==> src/rtl/composer_control_if.sv <==
// Bundle between the composer sequencer and its datapath/PS2 front end.
// master = sequencer side (drives mode enables), slave = datapath side.
interface composer_control_if #(
   parameter int CW = 5
);
   logic [7:0]    received_data;
   logic          received_data_en;
   logic          score_drawn;
   logic          is_full;
   logic          insert_delay_done;
   logic          play_done;
   logic          menu_enable;
   logic          list_enable;
   logic          song_list_enable;
   logic          draw_score;
   logic          note_enable;
   logic          InsertEnable;
   logic          deleteEnable;
   logic          playEnable;
   logic          end_vga_display;
   logic [2:0]    note_code;
   logic [CW-1:0] note_count;
   logic [3:0]    state;

   modport master (
      input  received_data, received_data_en, score_drawn, is_full,
             insert_delay_done, play_done,
      output menu_enable, list_enable, song_list_enable, draw_score,
             note_enable, InsertEnable, deleteEnable, playEnable,
             end_vga_display, note_code, note_count, state
   );

   modport slave (
      output received_data, received_data_en, score_drawn, is_full,
             insert_delay_done, play_done,
      input  menu_enable, list_enable, song_list_enable, draw_score,
             note_enable, InsertEnable, deleteEnable, playEnable,
             end_vga_display, note_code, note_count, state
   );
endinterface

==> src/rtl/composer_control.sv <==
// Composer top-level sequencer: PS/2 key decode, mode FSM with registered
// one-hot mode enables, note counter and latched insert note.
module composer_control #(
   parameter int MAX_NOTES = 16,
   parameter int CW        = 5
) (
   input  logic               CLOCK_50,
   input  logic               reset,
   composer_control_if.master bus
);
   typedef enum logic [3:0] {
      S_MENU = 4'd0, S_LIST = 4'd1, S_SONGS = 4'd2, S_SCORE = 4'd3,
      S_NOTE_WAIT = 4'd4, S_INSERT = 4'd5, S_DELETE = 4'd6, S_PLAY = 4'd7,
      S_END = 4'd8
   } state_t;

   localparam logic [CW-1:0] LP_MAX = CW'(MAX_NOTES);

   state_t        r_state, w_next_state;
   logic [8:0]    r_en, w_en_next;
   logic          r_brk, w_brk_next;
   logic [2:0]    r_note_code, w_note_code_next;
   logic [CW-1:0] r_note_count, w_note_count_next;
   logic          w_key, w_full;
   logic [3:0]    w_note;

   // {valid, code} for the eight note keys A..K
   function automatic logic [3:0] f_note(input logic [7:0] b);
      case (b)
         8'h1C:   f_note = 4'b1_000;
         8'h1B:   f_note = 4'b1_001;
         8'h23:   f_note = 4'b1_010;
         8'h2B:   f_note = 4'b1_011;
         8'h34:   f_note = 4'b1_100;
         8'h33:   f_note = 4'b1_101;
         8'h3B:   f_note = 4'b1_110;
         8'h42:   f_note = 4'b1_111;
         default: f_note = 4'b0_000;
      endcase
   endfunction

   assign w_key  = bus.received_data_en && !r_brk &&
                   (bus.received_data != 8'hE0) && (bus.received_data != 8'hF0);
   assign w_note = f_note(bus.received_data);
   assign w_full = bus.is_full || (r_note_count == LP_MAX);

   always_ff @(posedge CLOCK_50 or posedge reset) begin
      if (reset) begin
         r_state      <= S_MENU;
         r_en         <= 9'd1;
         r_brk        <= 1'b0;
         r_note_code  <= 3'd0;
         r_note_count <= '0;
      end else begin
         r_state      <= w_next_state;
         r_en         <= w_en_next;
         r_brk        <= w_brk_next;
         r_note_code  <= w_note_code_next;
         r_note_count <= w_note_count_next;
      end
   end

   always_comb begin
      w_next_state      = r_state;
      w_note_code_next  = r_note_code;
      w_note_count_next = r_note_count;
      w_brk_next        = r_brk;
      // Break-code tracking runs in every state, busy ones included
      if (bus.received_data_en) begin
         if (bus.received_data == 8'hF0)      w_brk_next = 1'b1;
         else if (bus.received_data != 8'hE0) w_brk_next = 1'b0;
      end
      case (r_state)
         S_MENU:  if (w_key && bus.received_data == 8'h5A) w_next_state = S_LIST;
         S_LIST: begin
            if (w_key && bus.received_data == 8'h05) begin
               w_next_state      = S_SCORE;
               w_note_count_next = '0;
            end else if (w_key && bus.received_data == 8'h06) w_next_state = S_SONGS;
            else if (w_key && bus.received_data == 8'h76)      w_next_state = S_MENU;
         end
         S_SONGS: if (w_key && bus.received_data == 8'h76) w_next_state = S_LIST;
         S_SCORE: if (bus.score_drawn) w_next_state = S_NOTE_WAIT;
         S_NOTE_WAIT: begin
            if (w_key && w_note[3] && !w_full) begin
               w_next_state     = S_INSERT;
               w_note_code_next = w_note[2:0];
            end else if (w_key && bus.received_data == 8'h66 && r_note_count != '0)
               w_next_state = S_DELETE;
            else if (w_key && bus.received_data == 8'h29 && r_note_count != '0)
               w_next_state = S_PLAY;
            else if (w_key && bus.received_data == 8'h76)
               w_next_state = S_END;
         end
         S_INSERT: if (bus.insert_delay_done) begin
            w_next_state = S_NOTE_WAIT;
            if (r_note_count != LP_MAX) w_note_count_next = r_note_count + CW'(1);
         end
         S_DELETE: if (bus.insert_delay_done) begin
            w_next_state = S_NOTE_WAIT;
            if (r_note_count != '0) w_note_count_next = r_note_count - CW'(1);
         end
         S_PLAY:  if (bus.play_done) w_next_state = S_NOTE_WAIT;
         S_END: if (w_key && bus.received_data == 8'h5A) begin
            w_next_state      = S_MENU;
            w_note_count_next = '0;
         end
         default: w_next_state = S_MENU;
      endcase
   end

   // Enables are decoded from the next state so they register with it
   always_comb begin
      w_en_next = 9'd0;
      case (w_next_state)
         S_MENU:      w_en_next[0] = 1'b1;
         S_LIST:      w_en_next[1] = 1'b1;
         S_SONGS:     w_en_next[2] = 1'b1;
         S_SCORE:     w_en_next[3] = 1'b1;
         S_NOTE_WAIT: w_en_next[4] = 1'b1;
         S_INSERT:    w_en_next[5] = 1'b1;
         S_DELETE:    w_en_next[6] = 1'b1;
         S_PLAY:      w_en_next[7] = 1'b1;
         S_END:       w_en_next[8] = 1'b1;
         default:     w_en_next[0] = 1'b1;
      endcase
   end

   assign bus.menu_enable      = r_en[0];
   assign bus.list_enable      = r_en[1];
   assign bus.song_list_enable = r_en[2];
   assign bus.draw_score       = r_en[3];
   assign bus.note_enable      = r_en[4];
   assign bus.InsertEnable     = r_en[5];
   assign bus.deleteEnable     = r_en[6];
   assign bus.playEnable       = r_en[7];
   assign bus.end_vga_display  = r_en[8];
   assign bus.note_code        = r_note_code;
   assign bus.note_count       = r_note_count;
   assign bus.state            = r_state;
endmodule

==> src/flat_wrapper.sv <==
// flat-port wrapper written by rule: the top's interface ports become plain ports
module composer_control_flat 
#(
   parameter int MAX_NOTES = 16,
   parameter int CW        = 5
)
  (CLOCK_50, reset, bus_received_data, bus_received_data_en, bus_score_drawn, bus_is_full, bus_insert_delay_done, bus_play_done, bus_menu_enable, bus_list_enable, bus_song_list_enable, bus_draw_score, bus_note_enable, bus_InsertEnable, bus_deleteEnable, bus_playEnable, bus_end_vga_display, bus_note_code, bus_note_count, bus_state);
  composer_control_if #(.CW(CW)) bus_i ();
  input  logic CLOCK_50;
  input  logic reset;
  input wire logic [$bits(bus_i.received_data)-1:0] bus_received_data;
  input wire logic [$bits(bus_i.received_data_en)-1:0] bus_received_data_en;
  input wire logic [$bits(bus_i.score_drawn)-1:0] bus_score_drawn;
  input wire logic [$bits(bus_i.is_full)-1:0] bus_is_full;
  input wire logic [$bits(bus_i.insert_delay_done)-1:0] bus_insert_delay_done;
  input wire logic [$bits(bus_i.play_done)-1:0] bus_play_done;
  output wire logic [$bits(bus_i.menu_enable)-1:0] bus_menu_enable;
  output wire logic [$bits(bus_i.list_enable)-1:0] bus_list_enable;
  output wire logic [$bits(bus_i.song_list_enable)-1:0] bus_song_list_enable;
  output wire logic [$bits(bus_i.draw_score)-1:0] bus_draw_score;
  output wire logic [$bits(bus_i.note_enable)-1:0] bus_note_enable;
  output wire logic [$bits(bus_i.InsertEnable)-1:0] bus_InsertEnable;
  output wire logic [$bits(bus_i.deleteEnable)-1:0] bus_deleteEnable;
  output wire logic [$bits(bus_i.playEnable)-1:0] bus_playEnable;
  output wire logic [$bits(bus_i.end_vga_display)-1:0] bus_end_vga_display;
  output wire logic [$bits(bus_i.note_code)-1:0] bus_note_code;
  output wire logic [$bits(bus_i.note_count)-1:0] bus_note_count;
  output wire logic [$bits(bus_i.state)-1:0] bus_state;
  assign bus_i.received_data = bus_received_data;
  assign bus_i.received_data_en = bus_received_data_en;
  assign bus_i.score_drawn = bus_score_drawn;
  assign bus_i.is_full = bus_is_full;
  assign bus_i.insert_delay_done = bus_insert_delay_done;
  assign bus_i.play_done = bus_play_done;
  assign bus_menu_enable = bus_i.menu_enable;
  assign bus_list_enable = bus_i.list_enable;
  assign bus_song_list_enable = bus_i.song_list_enable;
  assign bus_draw_score = bus_i.draw_score;
  assign bus_note_enable = bus_i.note_enable;
  assign bus_InsertEnable = bus_i.InsertEnable;
  assign bus_deleteEnable = bus_i.deleteEnable;
  assign bus_playEnable = bus_i.playEnable;
  assign bus_end_vga_display = bus_i.end_vga_display;
  assign bus_note_code = bus_i.note_code;
  assign bus_note_count = bus_i.note_count;
  assign bus_state = bus_i.state;
  composer_control #(.MAX_NOTES(MAX_NOTES), .CW(CW)) u_core (.CLOCK_50(CLOCK_50), .reset(reset), .bus(bus_i));
endmodule
==> config.mk <==
export PLATFORM = sky130hd
export DESIGN_NAME = composer_control_flat
export DESIGN_NICKNAME = d
export VERILOG_FILES = /design/src/rtl/composer_control_if.sv /design/src/rtl/composer_control.sv /design/src/flat_wrapper.sv
export SDC_FILE = /design/constraint.sdc
export NUM_CORES = 1
export LEC_CHECK = 0
export ABC_CLOCK_PERIOD_IN_PS = 5500
export CORE_MARGIN = 2
export CORE_UTILIZATION = 54
export CTS_CLUSTER_DIAMETER = 80
export DETAILED_ROUTE_END_ITERATION = 7
export HOLD_SLACK_MARGIN = 0.05
export PLACE_DENSITY = 0.94
export REMOVE_ABC_BUFFERS = 1
export SYNTH_ARGS = -nofsm -noshare
export SYNTH_HDL_FRONTEND = slang
export SYNTH_SLANG_ARGS = --single-unit
==> constraint.sdc <==
create_clock -name CLOCK_50 -period 5.5 [get_ports CLOCK_50]
set_input_delay 1.1 -clock CLOCK_50 [delete_from_list [all_inputs] [get_ports CLOCK_50]]
set_output_delay 1.1 -clock CLOCK_50 [all_outputs]
set_load 0.05 [all_outputs]
==> flow_metrics.tcl <==
set metrics [dict create \
    leakage_nw 0.8280 \
    slew_headroom 0.4585 \
    status "finished, final reports clean" \
    ir_drop_uv 332.0 \
    postCtsSetupBuffers 0 \
    yosysWarnings 0 \
    startpoint_type "input port" \
    rows 19 \
    grt_pass1_vias 1474 \
    hpwl_um 3138 \
    hold_class "flip-flop to flip-flop" \
    core_um2 2758 \
    synth-edff-count 0 \
    start_util 0.5644 \
    fmax_mhz 297.7 \
    power_density_nw_per_um2 253.9 \
    post-route-period-util 0.6107 \
    crit_type "input port to flip-flop" \
    async_flop_share 1.000 \
    synth_top_flop_cell "dfrtp_1" \
    cts-htree-levels 1 \
    post-route-min-period_ns 3.359 \
    place.gp.congestion 0.9029 \
    worstMarginPinSlew_ns 0.8114 \
    critPathRequiredTime_ns 5.70 \
    port_buffers 35 \
    syn-cell-area_um2 1556 \
    rsz0062_at_grt "false" \
    clock_latency_ns 0.30 \
    crit_path_top_delay_cell "nor4b_1" \
    max_stage_delay_ns 0.73 \
    clkSlewWorstSetupHoldPaths_ns 0.12 \
    clock-sinks 22 \
    die_y_um 57.69 \
    drt-total-wl_um 4126 \
    syn_to_final_growth_pct 26.53 \
    drt-pass1-iter-count 4 \
    ant_nets 0 \
    clk_path_buf_depth 2 \
    drt_iter0_drc 100 \
    gr-usage-all-layers 0.2651 \
    grt_pass1_wl_um 6927 \
    path_cells "clkdlybuf4s50_1, nor4b_1, nand4_1, and3_1, nor3_2, mux2_2" \
    synth_cells 160 \
    cts_root_buf "clkbuf_4" \
    antenna_found_initial 0 \
    setup_tns_ns 0 \
    syn-mean-instance-area_um2 9.728 \
    critPathCaptureType "flip-flop" \
    diodes 0 \
    nNetsFinal 213 \
    die-area_um2 3328 \
    drive_above_1_share 0.1606 \
    synth.distinct_cells 60 \
    synth-seq-cells 22 \
    path_max_fanout 6 \
    grt_max_degree 23 \
    finalSetupViolations 0 \
    slew_viol_final 0 \
    overflow 0 \
    cap_violations 0 \
    ys_seq_area_frac 0.3545 \
    cts_tree "yes" \
    io_pins 36 \
    ctsResizeCount 0 \
    cp.arrival_ns 3.56 \
    postCtsHoldBufs 0 \
    fin_skew_ns 0.003737 \
    hold_slack_ns 0.5343 \
    numCtsBuffers 3 \
    vias 1456 \
    die_w_um 57.69 \
    wl_per_cell_um 18.42 \
    hold_viol 0 \
    viasPerCell 6.500 \
    drc_errors 0 \
]
[cells by family (layout without fill, tap and decap cells)]
family	after synthesis	in the layout	synth area share
xor gates and xnor gates	5	5	0.02813
and+or+nand+nor	72	72	0.3135
muxes	8	8	0.05788
DFF	22	22	0.3545
AOI/OAI and AO/OA	33	33	0.1640
adders and majority gates	4	4	0.03698
buffers and inverters	16	49	0.04501
[area by class of cell]
| class | count | area [um2] |
|---|---|---|
| inverter | 9 | 33.78 |
| timing repair buffer | 36 | 357.8 |
| fill | 221 | 788.3 |
| multi-input combinational | 122 | 934.6 |
| clock buffer | 3 | 22.52 |
| tap | 31 | 38.79 |
| clock inverter | 1 | 30.03 |
| sequential | 22 | 551.8 |
[through the flow]
| stage | total power, mW | util | worst slack (ns) | instances | cell area [um2] |
|---|---|---|---|---|---|
| 2_1_floorplan | 0.3121 | - | 2.272 | 153 | 1520 |
| 4_1_cts | 0.4997 | 0.7142 | 2.171 | 224 | 1969 |
| 3_3_place_gp | 0.3711 | 0.6951 | 1.966 | 220 | 1917 |
| 5_1_grt | 0.5225 | 0.7142 | 2.007 | 224 | 1969 |
| 3_5_place_dp | 0.3777 | 0.6951 | 1.858 | 220 | 1917 |
| 6_report | 0.5000 | 0.7142 | 2.141 | 224 | 1969 |
[critical path, delay by kind of cell]
kind | cells | cell delay, ns
AND/OR/NAND/NOR | 4 | 1.52
buffers and inverters | 1 | 0.54
multiplexers | 1 | 0.39
[flip-flops by register name (all words and copies together) (netlist names)]
name and cells:
u_core.r_brk 1, u_core.r_en 9, u_core.bus.note_code 3, u_core.bus.state 4, u_core.bus.note_count 5
[placed cells by master (no fill, tap or decap), drive strengths merged, types with 3 or more instances in the layout]
cell           synthesis  layout
nand2                  8       8
nand4                  3       3
dfrtp                 21      21
mux2                   8       8
clkdlybuf4s50          0      35
nor4b                  3       3
a211oi                 4       4
inv                    9       9
or3                    3       3
nor3                   8       8
a21oi                 11      11
nor2                   9       9
xor2                   4       4
or2                    3       3
nand3b                 3       3
or4b                   3       3
ha                     3       3
clkbuf                 5       3
nand3                  3       3
and2                   3       3
nor4                   6       6
[worst paths after layout]
check                                         from                  endpoint  slack, ns  depth (start not counted)
setup / recovery              bus_received_data[6]  u_core.bus.note_count[3]       2.14                          6
hold / removal             u_core.bus.note_code[1]   u_core.bus.note_code[1]       0.53                          1
setup reg to reg               u_core.bus.state[1]  u_core.bus.note_count[4]       2.82                          8
hold reg to reg            u_core.bus.note_code[1]   u_core.bus.note_code[1]       0.53                          1
max in group asynchronous                    reset   u_core.bus.note_code[1]       3.77                          2
min in group asynchronous                    reset  u_core.bus.note_count[2]       1.23                          2
[cell usage after synthesis, types with 4 or more instances]
cell type | number | area (um2)
dfrtp_1 | 21 | 525.5
a21oi_1 | 11 | 55.05
nor2_1 | 9 | 33.78
inv_1 | 8 | 30.03
mux2_2 | 8 | 90.09
nand2_1 | 8 | 30.03
nor3_1 | 6 | 30.03
nor4_1 | 6 | 37.54
a211oi_1 | 4 | 30.03
clkbuf_1 | 4 | 15.01
xor2_1 | 4 | 35.03
[report_power, final]
part / switching (mW) / internal (mW) / total (mW)
Combinational: 0.112 / 0.0681 / 0.180
Sequential: 0.0212 / 0.176 / 0.197
Clock: 0.0489 / 0.0736 / 0.123
[per-layer routing]
layer | share of wire | GRT usage
met2 | 0.52 | 0.4659
met4 | 0.019 | 0.07641
met1 | 0.40 | 0.3363
met3 | 0.063 | 0.04464
met5 | 0 | 0
Power figures use the tool's default switching activity.
